$ cat config.mk
export PLATFORM = sky130hd
export DESIGN_NAME = mem_arbiter
export DESIGN_NICKNAME = d
export VERILOG_FILES = /design/src/rtl/mem_pkg.sv /design/src/rtl/mem_arbiter.sv
export SDC_FILE = /design/constraint.sdc
export NUM_CORES = 1
export LEC_CHECK = 0
export CAP_MARGIN = 5
export CORE_AREA = 5 5 291 293
export CTS_CLUSTER_SIZE = 8
export DETAILED_ROUTE_END_ITERATION = 12
export DIE_AREA = 0 0 296 298
export GPL_ROUTABILITY_DRIVEN = 0
export RECOVER_POWER = 25
export SYNTH_ARGS = -nofsm -noshare
export SYNTH_HDL_FRONTEND = slang
export SYNTH_SLANG_ARGS = --single-unit
$ cat constraint.sdc
create_clock -name clk -period 1.8 [get_ports clk]
set_input_delay 0.27 -clock clk [delete_from_list [all_inputs] [get_ports clk]]
set_output_delay 0.27 -clock clk [all_outputs]
set_load 0.05 [all_outputs]
$ cat src/rtl/mem_pkg.sv
// Shared definitions for the main-memory arbiter: line geometry,
// arbiter FSM states and requester identifiers.
package mem_pkg;

  localparam int unsigned ADDR_W = 26;
  localparam int unsigned LINE_W = 128;

  typedef enum logic [1:0] {
    IDLE = 2'd0,
    BUSY = 2'd1,
    RESP = 2'd2
  } arb_state_t;

  typedef enum logic {
    REQ_IC = 1'b0,
    REQ_DC = 1'b1
  } req_id_t;

endpackage

$ cat src/rtl/mem_arbiter.sv
// Round-robin arbiter and latency sequencer in front of the single-port
// line-wide main memory. Grants icache refills and dcache refill/write-back
// requests, emulates a fixed memory latency and returns a one-cycle ready
// pulse with the line to the winning requester. Every output is a register
// loaded from the next-state values, so no request input reaches an output
// combinationally.
module mem_arbiter #(
  parameter int unsigned ADDR_W      = mem_pkg::ADDR_W,
  parameter int unsigned LINE_W      = mem_pkg::LINE_W,
  parameter int unsigned MEM_LATENCY = 4
) (
  input  logic              clk,
  input  logic              reset,
  input  logic              ic_req,
  input  logic [ADDR_W-1:0] ic_addr,
  output logic              ic_ready,
  output logic [LINE_W-1:0] ic_rdata,
  input  logic              dc_req,
  input  logic              dc_we,
  input  logic [ADDR_W-1:0] dc_addr,
  input  logic [LINE_W-1:0] dc_wdata,
  output logic              dc_ready,
  output logic [LINE_W-1:0] dc_rdata,
  output logic [ADDR_W-1:0] mem_addr,
  output logic [ADDR_W-1:0] mem_waddr,
  output logic [LINE_W-1:0] mem_wdata,
  output logic              mem_we,
  input  logic [LINE_W-1:0] mem_rdata
);

  import mem_pkg::*;

  // Counter load value: the last BUSY cycle is the one with cnt == 0.
  localparam logic [3:0] CNT_LOAD = 4'(MEM_LATENCY - 1);

  // Transaction state
  arb_state_t        state_r,      state_s;
  logic [3:0]        cnt_r,        cnt_s;
  req_id_t           last_grant_r, last_grant_s;
  req_id_t           id_r,         id_s;
  logic [ADDR_W-1:0] addr_r,       addr_s;
  logic              we_r,         we_s;
  logic [LINE_W-1:0] wdata_r,      wdata_s;
  logic [LINE_W-1:0] resp_r,       resp_s;

  // Next values of the registered outputs
  logic              grant_dc_s;
  logic              busy_nx_s;
  logic [ADDR_W-1:0] mem_addr_s;
  logic [LINE_W-1:0] mem_wdata_s;
  logic              mem_we_s;
  logic              ic_ready_s;
  logic              dc_ready_s;
  logic [LINE_W-1:0] ic_rdata_s;
  logic [LINE_W-1:0] dc_rdata_s;

  // Output registers
  logic [ADDR_W-1:0] mem_addr_r;
  logic [ADDR_W-1:0] mem_waddr_r;
  logic [LINE_W-1:0] mem_wdata_r;
  logic              mem_we_r;
  logic              ic_ready_r;
  logic              dc_ready_r;
  logic [LINE_W-1:0] ic_rdata_r;
  logic [LINE_W-1:0] dc_rdata_r;

  // Round-robin pick: DC wins when alone, or on a tie when IC had the last grant.
  assign grant_dc_s = dc_req && (!ic_req || (last_grant_r == REQ_IC));

  // FSM next-state, request latching and response capture.
  always_comb begin
    state_s      = state_r;
    cnt_s        = cnt_r;
    last_grant_s = last_grant_r;
    id_s         = id_r;
    addr_s       = addr_r;
    we_s         = we_r;
    wdata_s      = wdata_r;
    resp_s       = resp_r;
    case (state_r)
      IDLE: begin
        if (ic_req || dc_req) begin
          state_s      = BUSY;
          cnt_s        = CNT_LOAD;
          last_grant_s = grant_dc_s ? REQ_DC : REQ_IC;
          id_s         = grant_dc_s ? REQ_DC : REQ_IC;
          addr_s       = grant_dc_s ? dc_addr : ic_addr;
          we_s         = grant_dc_s ? dc_we : 1'b0;
          wdata_s      = grant_dc_s ? dc_wdata : {LINE_W{1'b0}};
        end else begin
          state_s = IDLE;
        end
      end
      BUSY: begin
        if (cnt_r == 4'd0) begin
          state_s = RESP;
          resp_s  = we_r ? {LINE_W{1'b0}} : mem_rdata;
        end else begin
          cnt_s = cnt_r - 4'd1;
        end
      end
      RESP: begin
        state_s = IDLE;
      end
      default: begin
        state_s = IDLE;
      end
    endcase
  end

  // Output decode from the next state and next latched values only.
  always_comb begin
    busy_nx_s   = (state_s == BUSY);
    mem_addr_s  = busy_nx_s ? addr_s : {ADDR_W{1'b0}};
    mem_wdata_s = busy_nx_s ? wdata_s : {LINE_W{1'b0}};
    mem_we_s    = busy_nx_s && (cnt_s == 4'd0) && we_s;
    ic_ready_s  = (state_s == RESP) && (id_s == REQ_IC);
    dc_ready_s  = (state_s == RESP) && (id_s == REQ_DC);
    ic_rdata_s  = ic_ready_s ? resp_s : {LINE_W{1'b0}};
    dc_rdata_s  = dc_ready_s ? resp_s : {LINE_W{1'b0}};
  end

  // State, latched request and output registers; reset drops any transaction.
  always_ff @(posedge clk) begin
    if (reset) begin
      state_r      <= IDLE;
      cnt_r        <= 4'd0;
      last_grant_r <= REQ_DC;
      id_r         <= REQ_IC;
      addr_r       <= {ADDR_W{1'b0}};
      we_r         <= 1'b0;
      wdata_r      <= {LINE_W{1'b0}};
      resp_r       <= {LINE_W{1'b0}};
      mem_addr_r   <= {ADDR_W{1'b0}};
      mem_waddr_r  <= {ADDR_W{1'b0}};
      mem_wdata_r  <= {LINE_W{1'b0}};
      mem_we_r     <= 1'b0;
      ic_ready_r   <= 1'b0;
      dc_ready_r   <= 1'b0;
      ic_rdata_r   <= {LINE_W{1'b0}};
      dc_rdata_r   <= {LINE_W{1'b0}};
    end else begin
      state_r      <= state_s;
      cnt_r        <= cnt_s;
      last_grant_r <= last_grant_s;
      id_r         <= id_s;
      addr_r       <= addr_s;
      we_r         <= we_s;
      wdata_r      <= wdata_s;
      resp_r       <= resp_s;
      mem_addr_r   <= mem_addr_s;
      mem_waddr_r  <= mem_addr_s;
      mem_wdata_r  <= mem_wdata_s;
      mem_we_r     <= mem_we_s;
      ic_ready_r   <= ic_ready_s;
      dc_ready_r   <= dc_ready_s;
      ic_rdata_r   <= ic_rdata_s;
      dc_rdata_r   <= dc_rdata_s;
    end
  end

  assign mem_addr  = mem_addr_r;
  assign mem_waddr = mem_waddr_r;
  assign mem_wdata = mem_wdata_r;
  assign mem_we    = mem_we_r;
  assign ic_ready  = ic_ready_r;
  assign dc_ready  = dc_ready_r;
  assign ic_rdata  = ic_rdata_r;
  assign dc_rdata  = dc_rdata_r;

endmodule

# Word level (Yosys, flattened, before mapping)
# Index checks and enable logic that the tools add are counted.
[classes] n_addsub=1 n_eq_ne=3 muxes=21 bitwise=5 reduce_logical=15
[ops] op="128-bit two-way mux" count=6
[ops] op="26-bit two-way mux" count=3
[ops] op="4-bit zero test" count=2
[ops] op="4-bit two-way mux" count=2
[ops] op="4-bit one-hot mux with 2 select lines" count=1
[ops] op="1-bit two-way mux" count=7
[ops] op="2-bit OR reduction" count=3
[ops] op="1-bit logical AND" count=5
[ops] op="1-bit inverter" count=5
[ops] op="2-bit by 1-bit == test with 1-bit output, second input constant" count=2
[ops] op="2-bit one-hot mux with 2 select lines" count=1
[ops] op="4-bit by 1-bit subtractor with 4-bit output, second input constant" count=1
[ops] op="2-bit == test, second input constant" count=1
[ops] op="2-bit zero test" count=1
[ops] op="1-bit logical OR" count=2
[ops] op="2-bit two-way mux" count=1
[ops] op="2-bit AND reduction" count=1
[ops] op="1-bit zero test" count=1
[totals] reg_bits=704 in_bits=313 output_inout_bits=439 wordCells=60

# Longest topological paths before layout
# Gate-level depths: netlist of run 1.
[depth] word_depth=10 mapped_depth=9 depth_no_buf=6

# Worst setup path before layout of run 1
# No wires, ideal clock.
[synth_path] path_kind="register -> register" start="register cnt_r[0]" end="register mem_wdata_r[117], in the netlist mem_wdata[117]" setup_ps=135 arrival_time_ps=1674 required_time_ps=1665 slack_ps=-8 stages_incl_launch_ff=9 path_buffers=3 synth_period_minus_slack_ps=1808 path_cell_list="dfxtp_1 > inv_1 > ha_1 > or3b_1 > clkbuf_1 > a22oi_1 > buf_2 > buf_2 > a211oi_1"
[synth_via] elab_chain_cells=6
[synth_lines] element="from (decl)" line_no="mem_arbiter.sv:38" source="logic [3:0] cnt_r, cnt_s;"
[synth_lines] element="from (signal assigned)" line_no="mem_arbiter.sv:144" source="cnt_r <= cnt_s;"
[synth_lines] element="4-bit zero test" line_no="mem_arbiter.sv:95" source="if (cnt_r == 4'd0) begin"
[synth_lines] element="2-bit two-way mux" line_no="mem_arbiter.sv:95"
[synth_lines] element="2-bit one-hot mux with 2 select lines" line_no="mem_arbiter.sv:80" source="case (state_r)"
[synth_lines] element="2-bit by 1-bit == test with 1-bit output" line_no="mem_arbiter.sv:113" source="busy_nx_s = (state_s == BUSY);"
[synth_lines] element="1-bit inverter (no line)"
[synth_lines] element="2-bit OR reduction (no line)"
[synth_lines] element="to (signal assigned)" line_no="mem_arbiter.sv:136" source="mem_wdata_r <= {LINE_W{1'b0}};"
[synth_lines] element="to (signal assigned)" line_no="mem_arbiter.sv:153" source="mem_wdata_r <= mem_wdata_s;"
[synth_lines] element="to (decl)" line_no="mem_arbiter.sv:60" source="logic [LINE_W-1:0] mem_wdata_r;"
# Every way passes these cells.
# A chain may end at the register's enable or synchronous reset.

# Worst setup path in the final report of run 1
[layout_path] start="register cnt_r[0]" end="register mem_wdata_r[115], in the netlist mem_wdata[115]"
# The elaborated chain is that of the path after synthesis.

==> run summary, run 1 <==
Setup TNS = 0 ps
post-synth cell types = 39
DRC = 0
Psw = 0.01027 W
Data required, critical path = 2280 ps
vias per cell = 4.552
slew margin rel. = 54.49%
setup violators final = 0
routed via count = 17.09k
GRT overflow = 0
Reg2Reg Launch Point = cnt_r[0]$_SDFF_PP0_
filler instances = 8213
most frequent cells after synthesis = 576 x dfxtp_1, 175 x nand3_1, 156 x a21oi_1, 154 x a211oi_1, 142 x and3_1
Synth Warn # = 0
vias in the first global route = 16.80k
final setup margin = 7.525 ps
total CTS buffers = 83
CP startpoint kind = register
fin crit share = 99.58%
clk root buf = clkbuf_16
Finished Layout Cells = 3754
main area contributors after synthesis = dfxtp_1 61%, a211oi_1 6.1%, and3_1 4.7%
Cells after Synth = 1903
Post-CTS Hold Fix Bufs = 0
dpl ws = -436.0 ps
Worst EP arrival = 2270 ps
PwrDens = 1138 nW/um^2
status = completed
IO buf count = 751
initial DRC count = 889
Routed WL = 80310 um
Tmin final = 1792 ps
layout cells sized above 1 = 19.50%
Lkg Pwr = 13.04 nW
cell repeated most along the worst path = clkbuf_16
H-tree levels = 3
antenna violations before repair = 30
placed cells = 3619
Comb pwr share = 20.3%
Total Routing Usage GR = 16.55%
total power = 0.03497 W
worst skew pair latency = 630 ps
delay-heaviest family, CP = buffers and inverters
Seq/Total Area, Yosys = 60.60%
HP Class = in -> reg
EDFF count, synth = 0
row count = 105
Layout Nets = 2968
DRT Pass-1 Iters = 5
Final Hold Viols = 0
largest net degree at the start of global routing = 94
Die W = 296 um
RSZ-0062 raised after global routing = yes
buffers plus inverters on the worst setup path = 4
crit path cell chain = inv_2, ha_4, or3b_4, a22oi_2, buf_6, clkbuf_16, clkbuf_16, a211oi_2
CTS tree = yes
Max FO, Critical Path = 6
Die Y = 298 um
fraction of registers with async set or reset after synthesis = 0%
slowest stage delay, CP = 390 ps
P_int = 0.02470 W
part of the power in registers = 39.0%
worst vdd ir = 0.0005767 V
HP Start = reset
area delta synth->final = 61.45%
Cell Area, Synth = 19030 sq um
io pins = 752
Initial Util = 23.32%
clock sink count = 576
DR WL/cell = 21.39 um
sw frac = 29.37%
slowest CP cell = or3b_4
Worst-path clk slew = 60 ps
area leader, netlist = dfxtp_1
syn nets = 2217
number of synthesized register bits = 576
mean post-synth cell area = 10.00 sq um
HPWL after DPL = 56110 um
Setup Skew = 46.27 ps
Setup Crit Path Kind = reg -> reg
Slew @ Worst Pin = 682.6 ps
post-synth top area share = 60.60%
Pins Over Slew Limit = 0
Clock Power Share = 40.7%
Synth Flop Type = dfxtp_1
CTS max path bufs = 3
most common cell in the netlist = dfxtp_1
Max-Cap Viols = 0
Final ANT Viol Nets = 0
core area = 81580 sq um
crit path from = cnt_r[0]$_SDFF_PP0_
first-pass GRT wire length = 110900 um
maximum clock frequency = 557.9 MHz
die area = 88210 sq um
Setup crit end kind = register
worst min-delay path, cell delays in order:
cell and delay [ps]:
buf_8 90, buf_12 250, a211oi_2 50
what timing repair did:
action / in CTS / in global routing
endpoints found under the setup margin: 543 / 256
gates cloned: 2 / 14
gates resized for setup: 373 / 126
pin swaps: 0 / 30
setup buffers: 2 / 4
cells in the final DEF (no fill, tap or decap), drive strengths merged:
master and instances:
dfxtp 576, clkdlybuf4s50 311, buf 305, nand3 175, dlygate4sd2 158, a21oi 156, a211oi 154, and3 142
o21ai 133, clkbuf 122, nor2b 119, nor2 95, clkdlybuf4s15 87, nor3 28, mux2i 26, o2bb2ai 26
diode 18, nand2b 15, clkinv 7, inv 5, a31oi 3, nor3b 3, or2 2, nand2 2
nor4bb 2, or3b 1, or3 1, a22oi 1, o32a 1, o32ai 1, a221oi 1, a311oi 1
nor4 1, o311ai 1, a221o 1, nand4 1, a21boi 1, ha 1, bufinv 1
metal layers:
metal	vias to the layer above	GRT usage, %	share of wire [%]
li1	8158	-	-
met3	145	5.624	8.9
met1	8083	19.32	39
met5	-	0	0.13
met4	14	6.834	3.7
met2	688	27.79	48
kinds of logic (layout without fill, tap and decap cells):
kind of cell	count (synthesis)	count (layout)	share of synthesized area [%]
AO/OA/AOI/OAI	480	480	15.44
adder cells (fa/ha/maj)	1	1	0.06574
buffers and inverters	233	996	5.734
flip-flops	576	576	60.60
multiplexers	26	26	1.368
other	0	18	0
AND/OR/NAND/NOR	587	587	16.80
power groups by stage:
| stage | combinational [W] | clock, W | sequential (W) |
|---|---|---|---|
| after floorplan | 0.00245 | 0 | 0.0150 |
| after global placement | 0.00655 | 0 | 0.0139 |
| after detailed placement | 0.00656 | 0 | 0.0139 |
| after CTS | 0.00663 | 0.0147 | 0.0136 |
| after global routing | 0.00750 | 0.0153 | 0.0137 |
| final | 0.00710 | 0.0142 | 0.0136 |
path summary, 6_finish.rpt:
kind         slack [ps]  cells after the start                         to
min                 100                      3   mem_wdata[32]$_SDFF_PP0_
max                   8                      8  mem_wdata[115]$_SDFF_PP0_
min reg2reg         460                      1    mem_waddr[0]$_SDFF_PP0_
max reg2reg           8                      8  mem_wdata[115]$_SDFF_PP0_
stage by stage:
stage | cell area, sq um | hold WS, ps | utilization [%]
finish | 30720 | 104.0 | 37.66
global placement | 27900 | 438.4 | 34.19
global route | 30710 | 89.24 | 37.65
CTS | 30150 | 34.70 | 36.95
floorplan | 19030 | 417.7 | -
detailed placement | 27900 | 443.7 | 34.19
registers in the layout, indices dropped and copies added (netlist names):
| name | cells |
|---|---|
| mem_waddr | 26 |
| mem_wdata | 128 |
| last_grant_r | 1 |
| dc_rdata | 128 |
| state_r | 2 |
| ic_ready | 1 |
| ic_rdata | 128 |
| we_r | 1 |
| mem_we | 1 |
| addr_r | 26 |
| wdata_r | 128 |
| dc_ready | 1 |
| cnt_r | 4 |
| id_r | 1 |
final cells by class:
| cell class | count | area [sq um] | share of cell area [%] |
|---|---|---|---|
| Clock buffer | 88 | 2137 | 6.956 |
| Tap cell | 1070 | 1339 | 4.358 |
| Multi-Input combinational cell | 1094 | 6705 | 21.82 |
| Clock inverter | 9 | 196.4 | 0.6394 |
| Sequential cell | 576 | 11540 | 37.55 |
| Inverter | 4 | 20.02 | 0.06516 |
| Antenna cell | 18 | 45.04 | 0.1466 |
| Timing Repair Buffer | 895 | 8743 | 28.46 |
Note: power is estimated with default switching activity, not from simulation.
==> inputs of run 2 (changes only) <==
==> constraint.sdc (replaced) <==
create_clock -name clk -period 1.8 [get_ports clk]
set_input_delay 0.36 -clock clk [delete_from_list [all_inputs] [get_ports clk]]
set_output_delay 0.36 -clock clk [all_outputs]
set_load 0.05 [all_outputs]
==> run 2 against run 1 <==
Effect of this change:
- via count decreased by 1.0%
- largest cell class unchanged
- register-to-register slack about the same
- critical path type unchanged
- die area unchanged
- setup slack got worse by 3.0 ps
- highest routed layer unchanged
- total power decreased by 0.99%
- clock-buffer cell count increased by 1
- core utilization decreased by 0.93 points
- sequential cell count unchanged
- global-route usage decreased by 0.46 points
- non-clock buffer count decreased by 10
- clock skew decreased by 26 ps
==> run summary, run 2 (synthesis gave the netlist of run 1 again) <==
vias per cell = 4.521 (-0.68%)
core area = 81580 sq um (unchanged)
R2R Path End = mem_wdata[111]$_SDFF_PP0_
DRC = 0 (unchanged)
io pins = 752 (unchanged)
most frequent cells in the layout = 573 x dfxtp_1, 500 x buf_4, 311 x clkdlybuf4s50_1
antenna violations before repair = 25 (-17%)
worst skew pair latency = 600 ps (-30 ps)
Worst-path clk slew = 50 ps (about the same)
initial DRC count = 972 (+9.3%)
Final ANT Viol Nets = 0 (unchanged)
DRT Pass-1 Iters = 5 (unchanged)
HP Start = reset
Setup Crit Path Kind = reg -> reg
slew margin rel. = 42.54% (-12 points)
DR WL/cell = 20.65 um (-3.5%)
CTS max path bufs = 3 (unchanged)
HP Class = in -> reg
status = completed
Max FO, Critical Path = 7 (+1)
WHS Path Cells = 3 (unchanged)
Data required, critical path = 2250 ps (-30 ps)
worst vdd ir = 0.0006258 V (+8.5%)
largest net degree at the start of global routing = 161 (+71%)
RSZ-0062 raised after global routing = yes
filler instances = 8124 (-1.1%)
multi-input logic area = 6538 sq um (-2.5%)
layout cells sized above 1 = 26.43% (+6.9 points)
Worst EP arrival = 2240 ps (-30 ps)
Initial Util = 23.32% (unchanged)
CTS tree = yes
Slew @ Worst Pin = 861.9 ps (+179.3 ps)
Final Hold Viols = 0 (unchanged)
Reg area = 11540 sq um (unchanged)
die area = 88210 sq um (unchanged)
clk root buf = clkbuf_16
Setup crit end kind = register
Pins Over Slew Limit = 0 (unchanged)
Layout Nets = 2958 (-0.34%)
CP startpoint kind = register
reg2reg path depth = 8 (unchanged)
routed via count = 16.91k (-1.0%)
total power = 0.03462 W (-0.99%)
first-pass GRT wire length = 108800 um (-1.9%)
total CTS buffers = 83 (unchanged)
Die W = 296 um (unchanged)
Max-Cap Viols = 0 (unchanged)
area delta synth->final = 57.48%
row count = 105 (unchanged)
Routed WL = 77240 um (-3.8%)
flop2flop setup slack = 4 ps (about the same)
Total Routing Usage GR = 16.09% (-0.46 points)
GRT overflow = 0 (unchanged)
IO buf count = 751 (unchanged)
Setup Skew = 20.61 ps (-25.65 ps)
setup violators final = 0 (unchanged)
Setup TNS = 0 ps (unchanged)
Lkg Pwr = 12.56 nW (-3.6%)
fin crit share = 99.75% (+0.17 points)
Die Y = 298 um (unchanged)
maximum clock frequency = 556.9 MHz (-0.17%)
Reg2Reg Launch Point = cnt_r[1]$_SDFF_PP0_
clock sink count = 576 (unchanged)
vias in the first global route = 16.69k (-0.63%)
WHS Endpoint = we_r$_SDFF_PP0_
PwrDens = 1155 nW/um^2 (+1.5%)
H-tree levels = 3 (unchanged)
most common cell after layout, fill and taps aside = dfxtp_1
HPWL after DPL = 55210 um (-1.6%)
Tmin final = 1796 ps (+3.044 ps)
## run 2: changes by cell type in the layout (fill, tap and decap cells not counted), moves of 5 or more
cell	change
clkbuf_2	-17
buf_12	-5
clkdlybuf4s15_2	-14
o21ai_0	+5
o21ai_1	-5
dlygate4sd2_1	-158
a211oi_1	+30
clkbuf_16	-5
a211oi_2	-30
buf_4	+252
clkdlybuf4s15_1	-65
## run 2: how the worst max path moves through the flow
| stage | slack, ps | startpoint | end |
|---|---|---|---|
| global route | -60 | cnt_r[0]$_SDFF_PP0_ | mem_wdata[40]$_SDFF_PP0_ |
| global placement | -460 | dc_req | mem_wdata[62]$_SDFF_PP0_ |
| finish | 4 | cnt_r[1]$_SDFF_PP0_ | mem_wdata[111]$_SDFF_PP0_ |
| floorplan | 3 | cnt_r[0]$_SDFF_PP0_ | mem_wdata[19]$_SDFF_PP0_ |
| CTS | -30 | cnt_r[0]$_SDFF_PP0_ | mem_wdata[47]$_SDFF_PP0_ |
| detailed placement | -500 | dc_req | mem_wdata[42]$_SDFF_PP0_ |
## run 2: worst max-delay path, stage by stage, from the launching register on
cell and delay (ps):
dfxtp_2 320, inv_2 70, ha_4 140, or3b_4 390, a22oi_2 170, buf_6 150
clkbuf_16 180, clkbuf_16 170, a211oi_1 50
## run 2: layout make-up
type                       count  share of cell area, %
clock buffer                  89                  7.211
timing repair buffer         885                  27.18
clock inverter                 8                 0.6388
tap                         1070                  4.467
sequential                   576                  38.50
antenna                       15                 0.1253
inverter                       4                0.06680
multi-input combinational   1094                  21.82
## run 2: where the power goes
group	internal (W)	switching, W	leakage (nW)	total [W]
Clock	0.00861	0.00560	1.15	0.0142
Combinational	0.00260	0.00415	6.74	0.00675
Sequential	0.0134	0.000263	4.68	0.0137
## run 2: per-layer routing
metal | part of all wire, % | up-vias | track usage [%]
li1 | - | 8131 | -
met1 | 40 | 7947 | 19.74
met2 | 48 | 683 | 26.15
met3 | 9.0 | 140 | 5.318
met4 | 3.1 | 12 | 6.312
met5 | 0.11 | - | 0
## run 2: stage by stage
| stage | util, % | cell area (sq um) | setup slack [ps] | std cells | hold WS (ps) |
|---|---|---|---|---|---|
| 6_report | 36.73 | 29970 | 4.481 | 3741 | 188.8 |
| 2_1_floorplan | - | 19030 | 2.520 | 1903 | 433.1 |
| 4_1_cts | 36.23 | 29560 | -32.30 | 3712 | 139.3 |
| 3_3_place_gp | 33.29 | 27160 | -460.7 | 3614 | 438.9 |
| 3_5_place_dp | 33.29 | 27160 | -499.7 | 3614 | 446.4 |
| 5_1_grt | 36.72 | 29960 | -64.91 | 3738 | 163.3 |
## run 2: repair_timing
item | CTS | global route
cloned | 0 | 9
resized for setup | 43 | 41
setup buffers | 1 | 5
endpoints found under the setup margin | 315 | 307
hold buffers | 0 | 0
pin swaps | 0 | 10
endpoints found under the hold margin | 0 | 0
==> edit 1 (flow settings as in run 2) <==
Change the package constant `ADDR_W` from 26 to 18.
--- a/src/rtl/mem_pkg.sv
+++ b/src/rtl/mem_pkg.sv
@@ -4,3 +4,3 @@
 
-  localparam int unsigned ADDR_W = 26;
+  localparam int unsigned ADDR_W = 18;
   localparam int unsigned LINE_W = 128;
Interface: changed (resized dc_addr, ic_addr, mem_addr and mem_waddr); port bits go from 752 to 720. The function was not compared with the original's and may differ.
==> edit 1 against run 2 <==
The flow now finishes with violations (setup timing); setup slack got worse by 270 ps; area after synthesis increased by 25%; wire length increased by 15%; sequential cell count increased by 112; power increased by 18%; maximum frequency decreased by 13%; combinational power increased by 20%; cell area increased by 19%; final cell count increased by 13%; critical endpoint is now ic_rdata[77].
==> edit 1: results <==
set metrics [dict create \
    arrival_ps 2620 \
    route.detailed.wl_per_inst_um 21.0 \
    powerClk_mw 16.5 \
    post_synth_main_area_contributors "sky130_fd_sc_hd__dfxtp_1 (58%), sky130_fd_sc_hd__a21oi_1 (5.8%), sky130_fd_sc_hd__a211oi_2 (5.7%)" \
    vdd.ir_drop.worst_mv 0.685 \
    yosys-mux-area-fraction_pct 0.755 \
    share_comb_of_total_power_pct 19.8 \
    synth_fa_ha_area_share_pct 0.0525 \
    violations_in_the_final_reports "setup timing" \
    final_critical_path_setup_slack_ps -261 \
    synth.yosys.seq_area_share_pct 57.7 \
    switching_power_mw 11.9 \
    place.detailed.hpwl_mm 63.3 \
    internal-power_mw 28.9 \
    postPlaceCellArea_um2 32900 \
    reg2regPathDepth 7 \
    post_route_cells_drive_above_1_share_pct 33.4 \
    io_buffer_count 719 \
    grt_first_pass_wirelength_mm 131 \
    dr.pass1.iters 4 \
    detailedPlace.worstSlack_ps -533 \
    routed_via_density 4.98 \
    finalSetupViolations 413 \
    ys_top_cells_by_count "sky130_fd_sc_hd__dfxtp_1 (688), sky130_fd_sc_hd__a21oi_1 (276), sky130_fd_sc_hd__o21ai_0 (261), sky130_fd_sc_hd__clkbuf_1 (210), sky130_fd_sc_hd__a211oi_1 (165)" \
    number_of_antenna_violations_at_the_first_check_in_global_routing 5 \
    timing.hold.worst_endpoint "wdata_r[111]" \
    number_of_nets_produced_by_synthesis 2679 \
    result_of_the_run "complete, but fails checks" \
]
edit 1: cell count changes after synthesis, sizes merged, moves of 116 or more:
cell    delta
and3     -142
or4      +127
a21oi    +120
nor4     +127
nor2b    -116
inv      +127
a211oi   +120
o21ai    +128
edit 1: cell type report:
cell class	instances	area [µm²]	share of cell area [%]
diodes	2	5.00	0.0140
clock buffers	104	2500	7.01
clock inverters	8	193	0.539
inverters	131	492	1.38
multi-input cells	1273	9010	25.2
flip-flops and latches	688	13800	38.6
well taps	1070	1340	3.75
repair buffers	961	8410	23.5
edit 1: layer usage:
metal | share of wire [%] | global-route usage [%] | routed length, µm | vias up
li1 | - | - | - | 10200
met1 | 41 | 23.1 | 36400 | 10000
met2 | 48 | 31.7 | 42700 | 689
met3 | 7.6 | 5.42 | 6810 | 156
met4 | 3.5 | 7.40 | 3110 | 4
met5 | 0.030 | 0 | 27 | -
==> edit 2 (config.mk and constraints of run 2) <==
Made on the original files. The 3 states of `arb_state_t` get a one-hot encoding in 3 bits.
--- a/src/rtl/mem_pkg.sv
+++ b/src/rtl/mem_pkg.sv
@@ -7,6 +7,6 @@
 
-  typedef enum logic [1:0] {
-    IDLE = 2'd0,
-    BUSY = 2'd1,
-    RESP = 2'd2
+  typedef enum logic [2:0] {
+    IDLE = 3'b001,
+    BUSY = 3'b010,
+    RESP = 3'b100
   } arb_state_t;
Behaviour: no difference found for any inputs over 4 cycles, from zero or initial values and one cycle with reset high; so few cycles prove little.
==> edit 2 against run 2 <==
The run now ends with setup timing left; wire length increased by 2.6%; highest routed layer unchanged; cell area increased by 20%; area after synthesis grew 19%; power is 13% higher; first-iteration DRC count fell by 20%; critical path type unchanged; sequential cell count increased by 129; setup slack lost 160 ps.
==> edit 2: results <==
set metrics [dict create \
    result_of_the_run "complete, but fails checks" \
    violations_in_the_final_reports "setup timing" \
    number_of_antenna_violations_at_the_first_check_in_global_routing 8 \
    hp-class "input port to flip-flop" \
    timing_worst_slew_pin_value_ps 520 \
    synth.yosys.seq_area_share_pct 62.4 \
    clkTransAtPathRegs_ps 50 \
    post_route_cells_drive_above_1_share_pct 35.0 \
    yosys.cell_types.count 40 \
    ys_top_cells_by_count "sky130_fd_sc_hd__dfxtp_1 (705), sky130_fd_sc_hd__nor2_1 (378), sky130_fd_sc_hd__nor3_1 (219), sky130_fd_sc_hd__clkbuf_1 (134)" \
    finalSetupViolations 419 \
    global_route.usage.total_pct 16.5 \
    vdd.ir_drop.worst_mv 0.859 \
    arrival_ps 2460 \
    worst_path_largest_cell_delay_ps 410 \
    postSynth.asyncResetShare_pct 0 \
    worst_path_max_delay_cell "sky130_fd_sc_hd__or3b_4" \
    number_of_nets_produced_by_synthesis 2544 \
    final_critical_path_setup_slack_ps -157 \
    clkLatencyLatePin_ps 640 \
    worst_case_clock_skew_ps 35.6 \
    grt_pass1_vias 19100 \
    cts.root.buffer_cell "sky130_fd_sc_hd__clkbuf_16" \
    p_leak_nw 14.5 \
    routed_via_density 4.52 \
    drt-total-wl_mm 79.2 \
    place.detailed.hpwl_mm 55.0 \
    grt_first_pass_wirelength_mm 114 \
    switching_power_mw 10.2 \
    dr.pass1.iters 7 \
    post_synth_main_area_contributors "sky130_fd_sc_hd__dfxtp_1 (62%), sky130_fd_sc_hd__nor2_1 (6.3%), sky130_fd_sc_hd__nor3_1 (4.8%)" \
    cts_made_buffers 99 \
    detailedPlace.worstSlack_ps -543 \
    drt-initial-drc-count 775 \
    grt_start_max_net_pins 96 \
    final_net_count 3375 \
    cp_max_fo 5 \
]
[edit 2: cell types whose count changed in the layout (fill, tap and decap cells not counted), moves of 71 or more]
cell and delta:
sky130_fd_sc_hd__a211oi_1 -144, sky130_fd_sc_hd__a21oi_1 -71, sky130_fd_sc_hd__a22oi_1 +126, sky130_fd_sc_hd__and3_1 -141
sky130_fd_sc_hd__dfxtp_1 +127, sky130_fd_sc_hd__inv_1 +129, sky130_fd_sc_hd__nand3_1 -174, sky130_fd_sc_hd__nor2_1 +284
sky130_fd_sc_hd__nor2_4 +89, sky130_fd_sc_hd__nor2b_1 -113, sky130_fd_sc_hd__nor3_1 +132, sky130_fd_sc_hd__o21ai_0 -130
[edit 2: routing by layer]
layer	global-route usage, %	part of all wire [%]
met1	19.1	39
met5	0	0.058
met3	6.38	9.1
met2	28.3	49
met4	5.15	2.7
[edit 2: power by group through the flow]
stage               clock [mW]  combinational (mW)  sequential, mW
floorplan                    0                2.15            17.1
global placement             0                4.93            16.6
detailed placement           0                4.94            16.6
CTS                       17.2                5.57            16.3
global route              17.9                6.36            16.3
finish                    16.7                5.99            16.3
[edit 2: metrics by stage]
stage / power (mW) / cell area [µm²] / TNS [ps] / hold slack [ps] / std cells
global route: 40.6 / 36000 / -81610 / 259 / 4142
CTS: 39.0 / 34800 / -38150 / 236 / 4129
floorplan: 19.3 / 22700 / -3130 / 436 / 2230
finish: 39.0 / 36000 / -30010 / 304 / 4142
global placement: 21.5 / 31000 / -241260 / 460 / 3995
detailed placement: 21.6 / 31000 / -225000 / 468 / 3995
[edit 2: area by class of cell]
type / count / area (µm²)
flip-flops and latches: 705 / 14100
diodes: 1 / 2.50
well taps: 1070 / 1340
multi-input cells: 1174 / 8300
repair buffers: 949 / 9030
clock inverters: 7 / 143
fillers: 7729 / 45600
clock buffers: 104 / 2570
inverters: 132 / 495
[edit 2: path summary, 6_finish.rpt]
| check | to | from | slack, ps | depth (start not counted) |
|---|---|---|---|---|
| worst max-delay path | mem_wdata[14] | cnt_r[1] | -160 | 10 |
| worst min-delay path | dc_rdata[28] | mem_rdata[28] | 300 | 3 |
| worst max register to register | mem_wdata[14] | cnt_r[1] | -160 | 10 |
| worst min register to register | resp_r[4] | resp_r[4] | 470 | 2 |
[edit 2: logic make-up after synthesis]
group / synth area share (%)
xor+xnor: 0.0387
flops: 62.4
fa+ha+maj: 0.0553
compound gates: 7.51
mux: 2.49
buf+inv: 7.28
simple gates: 20.2
[edit 2: timing repair]
action / CTS / global route
gates cloned: 10 / 9
pin swaps: 6 / 17
hold endpoints to repair: 4 / 0
hold buffers: 1 / 0
buffers inserted: 12 / 9
endpoints found under the setup margin: 442 / 589
gates resized for setup: 158 / 180
